**src/rtl/coin_event_arbiter.sv**
```systemverilog
// Arbitrates 12 one-cycle event requests into a single held grant (index + valid) for the processor.
// Define ROUND_ROBIN_EN for rotating priority; default build is fixed priority (highest index wins).
module coin_event_arbiter #(
  parameter int unsigned NUM_REQ = 12,
  parameter int unsigned ID_W    = 4,
  parameter int unsigned TIMEOUT = 16
) (
  input  logic               clock,
  input  logic               reset,
  input  logic [NUM_REQ-1:0] req,
  input  logic [NUM_REQ-1:0] mask,
  input  logic               ack,
  input  logic               err_clr,
  output logic               grant_valid,
  output logic [ID_W-1:0]    grant_id,
  output logic [NUM_REQ-1:0] pending,
  output logic               timeout_err
);

  localparam int unsigned CNT_W = (TIMEOUT > 1) ? $clog2(TIMEOUT) : 1;

  typedef enum logic [1:0] {
    IDLE    = 2'd0,
    GRANT   = 2'd1,
    RELEASE = 2'd2
  } state_t;

  state_t             state, state_next;
  logic [CNT_W-1:0]   cnt, cnt_next;
  logic [NUM_REQ-1:0] elig, clr_mask, pending_next;
  logic [ID_W-1:0]    sel_id, grant_id_next;
  logic               any_elig, ack_hit, timeout_hit, issue;
  logic               grant_valid_next, timeout_err_next;

  assign elig        = pending & mask;
  assign any_elig    = |elig;
  assign issue       = (state == IDLE) && any_elig;
  assign ack_hit     = (state == GRANT) && ack;
  assign timeout_hit = (TIMEOUT != 0) && (state == GRANT) && !ack
                       && (cnt == CNT_W'(TIMEOUT - 1));

  // A new req on the bit being cleared survives as a fresh event.
  assign clr_mask     = ack_hit ? (NUM_REQ'(1) << grant_id) : '0;
  assign pending_next = (pending & ~clr_mask) | req;

`ifdef ROUND_ROBIN_EN
  logic [ID_W-1:0] rr_ptr;
  logic [ID_W-1:0] idx;
  logic            found;

  // Descending search starting just below the last serviced line, wrapping 0 -> NUM_REQ-1.
  always_comb begin
    sel_id = '0;
    idx    = '0;
    found  = 1'b0;
    for (int unsigned k = 0; k < NUM_REQ; k++) begin
      idx = ID_W'((32'(rr_ptr) + 2 * NUM_REQ - 1 - k) % NUM_REQ);
      if (!found && elig[idx]) begin
        found  = 1'b1;
        sel_id = idx;
      end
    end
  end

  always_ff @(posedge clock) begin
    if (reset)      rr_ptr <= ID_W'(NUM_REQ - 1);
    else if (issue) rr_ptr <= sel_id;
  end
`else
  // Fixed priority: last match in an ascending scan is the highest index.
  always_comb begin
    sel_id = '0;
    for (int unsigned i = 0; i < NUM_REQ; i++) begin
      if (elig[i]) sel_id = ID_W'(i);
    end
  end
`endif

  always_ff @(posedge clock) begin
    if (reset) state <= IDLE;
    else       state <= state_next;
  end

  always_comb begin
    state_next = state;
    case (state)
      IDLE:    if (any_elig) state_next = GRANT;
      GRANT:   if (ack_hit || timeout_hit) state_next = RELEASE;
      RELEASE: state_next = IDLE;
      default: state_next = IDLE;
    endcase
  end

  always_comb begin
    grant_valid_next = grant_valid;
    grant_id_next    = grant_id;
    cnt_next         = cnt;
    timeout_err_next = timeout_err;
    if (err_clr) timeout_err_next = 1'b0;
    case (state)
      IDLE: begin
        cnt_next = '0;
        if (any_elig) begin
          grant_valid_next = 1'b1;
          grant_id_next    = sel_id;
        end
      end
      GRANT: begin
        if (ack_hit) begin
          grant_valid_next = 1'b0;
        end else if (timeout_hit) begin
          grant_valid_next = 1'b0;
          timeout_err_next = 1'b1;
        end else if (TIMEOUT != 0) begin
          cnt_next = cnt + CNT_W'(1);
        end
      end
      RELEASE: begin
        grant_valid_next = 1'b0;
        cnt_next         = '0;
      end
      default: begin
        grant_valid_next = 1'b0;
        cnt_next         = '0;
      end
    endcase
  end

  always_ff @(posedge clock) begin
    if (reset) begin
      grant_valid <= 1'b0;
      grant_id    <= '0;
      pending     <= '0;
      timeout_err <= 1'b0;
      cnt         <= '0;
    end else begin
      grant_valid <= grant_valid_next;
      grant_id    <= grant_id_next;
      pending     <= pending_next;
      timeout_err <= timeout_err_next;
      cnt         <= cnt_next;
    end
  end

endmodule
```
**config.mk**
```make
export PLATFORM = sky130hd
export DESIGN_NAME = coin_event_arbiter
export DESIGN_NICKNAME = d
export VERILOG_FILES = /design/src/rtl/coin_event_arbiter.sv
export SDC_FILE = /design/constraint.sdc
export NUM_CORES = 1
export LEC_CHECK = 0
export ABC_AREA = 1
export ABC_CLOCK_PERIOD_IN_PS = 1900
export BUFFER_PORTS_ARGS = -buffer_cell sky130_fd_sc_hd__buf_2
export CAP_MARGIN = 5
export CORE_MARGIN = 10
export CORE_UTILIZATION = 46
export CTS_CLUSTER_DIAMETER = 200
export DETAILED_ROUTE_END_ITERATION = 6
export PLACE_DENSITY = 0.78
export REMOVE_ABC_BUFFERS = 1
export SETUP_SLACK_MARGIN = 0.2
export SLEW_MARGIN = 10
export SYNTH_ARGS = -nofsm -noshare
export SYNTH_HDL_FRONTEND = slang
export SYNTH_SLANG_ARGS = --single-unit
```
**constraint.sdc**
```tcl
create_clock -name clock -period 1.9 [get_ports clock]
set_clock_uncertainty 0.1 [all_clocks]
set_input_delay 0.38 -clock clock [delete_from_list [all_inputs] [get_ports clock]]
set_output_delay 0.38 -clock clock [all_outputs]
set_load 0.02 [all_outputs]
```
**Yosys cells after proc, flatten, opt, wreduce, memory -nomap -nowiden**

Index checks and enable logic that the tools add are counted.

- Output and inout bits: 18
- Logic and storage cells: 55
- Bits in registers: 24

- Shift operators: 1
- Add/subtract/negate cells: 1
- Eq/ne operators: 5
- Reduce and logical (&&, ||, !) cells: 12
- Multiplexer cells: 23
- Bitwise operators: 7

Operators by type and width:

| kind | count |
|---|---|
| two-way mux 4 bit | 9 |
| bitwise AND 12 bit | 2 |
| two-way mux 12 bit | 1 |
| inverter 12 bit | 1 |
| bitwise OR 12 bit | 1 |
| OR reduction 12 bit | 1 |
| << shifter 1 x 4 -> 12 bit, first input constant | 1 |
| two-way mux 1 bit | 8 |
| AND reduction 2 bit | 4 |
| two-way mux 2 bit | 3 |
| adder 4 x 1 -> 4 bit, second input constant | 1 |
| equality test 4 bit, second input constant | 1 |
| case mux 2 bit (2 select lines) | 1 |
| logical AND 1 bit | 3 |
| != test 3 bit, second input constant | 1 |
| inverter 1 bit | 3 |
| equality test 2 x 1 -> 1 bit, second input constant | 1 |
| zero test 2 bit | 1 |
| != test 2 x 1 -> 1 bit, second input constant | 1 |
| != test 2 bit, second input constant | 1 |
| case mux 1 bit (2 select lines) | 1 |
| OR reduction 2 bit | 1 |
| zero test 1 bit | 1 |
| logical OR 1 bit | 1 |

**Logic depth before layout (Yosys ltp)**

- Depth after elaboration: 12
- Mapped depth: 12
- Depth with buffers taken out: 12

**Worst setup path before layout**

No wires, ideal clock.

- Path kind: flip-flop to flip-flop
- Start: register grant_valid (netlist name)
- End: register pending[4]
- Stages on the path, launching flop included: 8
- Slack: 500 ps
- Clock period less this slack: 1,400 ps
- Arrival: 1,168 ps
- Buffers on the path: 0
- Required time: 1,668 ps
- Library setup time: 132 ps
- Cell sequence: dfxtp_1 inv_1 nor2_4 nand2_2 nor2_2 nand2_2 o31ai_1 a21oi_1

RTL lines:

| element | line | text |
|---|---|---|
| end signal, assigned | 139 | `pending <= pending_next;` |
| end, declared | 16 | `output logic [NUM_REQ-1:0] pending,` |

**Final worst setup path**

- Start: register grant_id[0]
- End: output grant_id[0]

RTL lines:

| element | line | text |
|---|---|---|
| start, declared | 15 | `output logic [ID_W-1:0] grant_id,` |
| start signal, assigned | 138 | `grant_id <= grant_id_next;` |

No word-level cell between the ends.

==> impl_metrics.tcl <==
set metrics [dict create \
    top_layer "met4" \
    r2r_end "grant_valid" \
    drt-wirelength-per-cell_um 13.2 \
    hold_path_class "in -> reg" \
    yosysWarnings 0 \
    crit_type "reg -> out" \
    design.die.area_um2 4600 \
    clk_pin_slew_ns 0.13 \
    cpLargestDelayFamily "flip-flops" \
    remaining_drc_errors 0 \
    finalSetupViolCount 0 \
    clock_path_buffers 2 \
    ant_nets 0 \
    synth.distinct_cells 20 \
    critPathLaunchType "flip-flop" \
    status "finished, final reports clean" \
    synth_seq_cells 23 \
    viasPerCell 4.88 \
    hp-start "req[9]" \
    max_cap_violations 0 \
    drt-pass1-iter-count 4 \
    htree_levels 1 \
    timing.final.max_slew_violations 0 \
    io_pins 46 \
    worst-path-max-fanout 7 \
    grt_pass1_wl_mm 4.87 \
    drt_iter0_markers 68 \
    insertion_delay_ns 0.31 \
    whs_ns 0.190 \
    p_per_area_nw_per_um2 858 \
    grt_usage 0.133 \
    p_leak_nw 0.713 \
    antenna_found_initial 0 \
    area_growth_pct 27.1 \
    critical_path_required_ns 1.42 \
    drt-total-wl_mm 2.99 \
    max_freq_mhz 670 \
    cts_buffers 3 \
    path_buf_inv 1 \
    dp_hpwl_mm 2.43 \
    fp.dieW_um 67.9 \
    yosysSeqAreaShare 0.437 \
    wl_met1_mm 1.13 \
    finalNetCount 228 \
    grt_max_degree 17 \
    max_stage_delay_ns 0.49 \
    worstHoldEndpoint "pending[9]" \
    worst-r2r-cell-count 8 \
    worstReg2RegStart "cnt[0]" \
    drive_gt1_frac 0.288 \
    dr_wl_met3_um 324 \
    grt_pass1_vias 1136 \
    antenna_cells 0 \
    netlist_area_um2 1050 \
    coreArea_um2 2190 \
    critPathCaptureType "output pin" \
    num_vias 1103 \
    r2r_slack_ns 0.44 \
    avgSynthCellArea_um2 7.02 \
    relSlewSlack 0.801 \
    cts_tree "yes" \
    worstPathCellList "buf_2" \
    clock_sinks 23 \
    met2_length_mm 1.51 \
    min_path_cells 3 \
    cts_root_buf "clkbuf_4" \
    worst_pin_slew_ns 0.298 \
    rsz0062_at_grt "no" \
    initial_core_util 0.481 \
    crit_slowest_cell "dfxtp_1" \
    die_y_um 67.9 \
    tns_ns 0 \
    post-route-period-util 0.786 \
    postSynthCellCount 150 \
    finalCriticalPeriod_ns 1.49 \
    io_buffers 45 \
    rows 17 \
    peakVddDrop_mv 0.500 \
    grt-ovfl-total 0 \
    gp_congestion 0.791 \
    crit_arrival_ns 1.01 \
    hold_viol_final 0 \
]
==> sequential cells by signal, summed over array words and instances (netlist names) <==
name / count
cnt: 4
grant_id: 4
grant_valid: 1
pending: 12
state: 1
timeout_err: 1
==> timing repair <==
| item | 4_1_cts | 5_1_grt |
|---|---|---|
| buffers inserted | 0 | 0 |
| endpoints found under the setup margin | 0 | 2 |
| hold buffers | 0 | 0 |
| gates resized for setup | 0 | 1 |
==> logic make-up after synthesis <==
kind of cell / synth area share
AND/OR/NAND/NOR: 0.264
AO/OA/AOI/OAI: 0.186
buffers and inverters: 0.0926
flip-flops: 0.437
XOR/XNOR: 0.00832
adder cells (fa/ha/maj): 0.0119
==> how the worst max path moves through the flow <==
stage | from | end | slack [ns] | depth (start not counted)
after floorplan | grant_valid | pending[4] | 0.51 | 7
after CTS | cnt[0] | grant_valid | 0.40 | 8
after global placement | mask[9] | grant_id[1] | 0.43 | 9
final | grant_id[0] | grant_id[0] | 0.41 | 1
after detailed placement | mask[5] | grant_id[1] | 0.39 | 9
after global routing | cnt[0] | cnt[3] | 0.25 | 9
==> through the flow <==
step | setup slack, ns | cell area (um^2) | power (mW) | utilization | instances
floorplan | 0.507 | 1050 | 0.807 | - | 149
global placement | 0.434 | 1310 | 0.927 | 0.598 | 222
detailed placement | 0.395 | 1310 | 0.935 | 0.598 | 222
CTS | 0.398 | 1340 | 1.16 | 0.610 | 226
global route | 0.248 | 1340 | 1.23 | 0.611 | 226
finish | 0.407 | 1340 | 1.15 | 0.611 | 226
==> Yosys cell counts <==
library cell / n / area share
dfxtp_1: 23 / 0.44
ha_1: 1 / 0.012
nand3_1: 8 / 0.038
nor2_4: 1 / 0.011
clkbuf_1: 1 / 0.0036
o31ai_1: 4 / 0.029
a21oi_1: 19 / 0.090
nor2_2: 3 / 0.018
nand2_2: 3 / 0.018
a31oi_1: 1 / 0.0059
nor3_1: 2 / 0.0095
inv_2: 1 / 0.0036
inv_1: 24 / 0.086
nand2_1: 35 / 0.12
nor3b_1: 1 / 0.0071
o21ai_0: 13 / 0.062
nor2_1: 7 / 0.025
nand3b_1: 1 / 0.0071
nand4_1: 1 / 0.0059
xor2_1: 1 / 0.0083
==> cell usage in the layout (no fill, tap or decap) <==
cell type	count
nor2_4	1
nor2_1	7
a31oi_1	1
o21ai_0	13
nand3_1	8
inv_2	1
ha_1	1
nand3b_1	1
nor3_1	2
o31ai_1	4
buf_2	45
a21oi_1	19
dfxtp_1	23
nand2_2	4
clkbuf_1	1
clkbuf_4	3
nand2_1	34
inv_1	24
nand4_1	1
nor3b_1	1
nor2_2	3
xor2_1	1
==> power by group <==
group | switching [mW] | internal, mW
Clock | 0.142 | 0.0819
Combinational | 0.223 | 0.117
Sequential | 0.0523 | 0.533
Total | 0.417 | 0.732
==> area by class of cell <==
| cell class | instances | area (um^2) |
|---|---|---|
| clock buffers | 4 | 26.3 |
| fillers | 218 | 852 |
| inverters | 25 | 93.8 |
| multi-input cells | 101 | 498 |
| flip-flops and latches | 23 | 460 |
| well taps | 28 | 35.0 |
| repair buffers | 45 | 225 |
==> worst register-to-register path, stage by stage (launching register included) <==
cell and delay [ns]:
dfxtp_1 0.38, ha_1 0.18, inv_1 0.06, nor2_1 0.08, nand4_1 0.13, nand2_2 0.14, inv_1 0.08, nand3_1 0.09
o21ai_0 0.10
==> layer usage <==
metal,GRT usage,vias to the layer above
li1,-,584
met1,0.137,480
met2,0.243,37
met3,0.0424,2
met4,0.0528,0
met5,0,-
No activity file was read; power rests on OpenSTA's default activity.
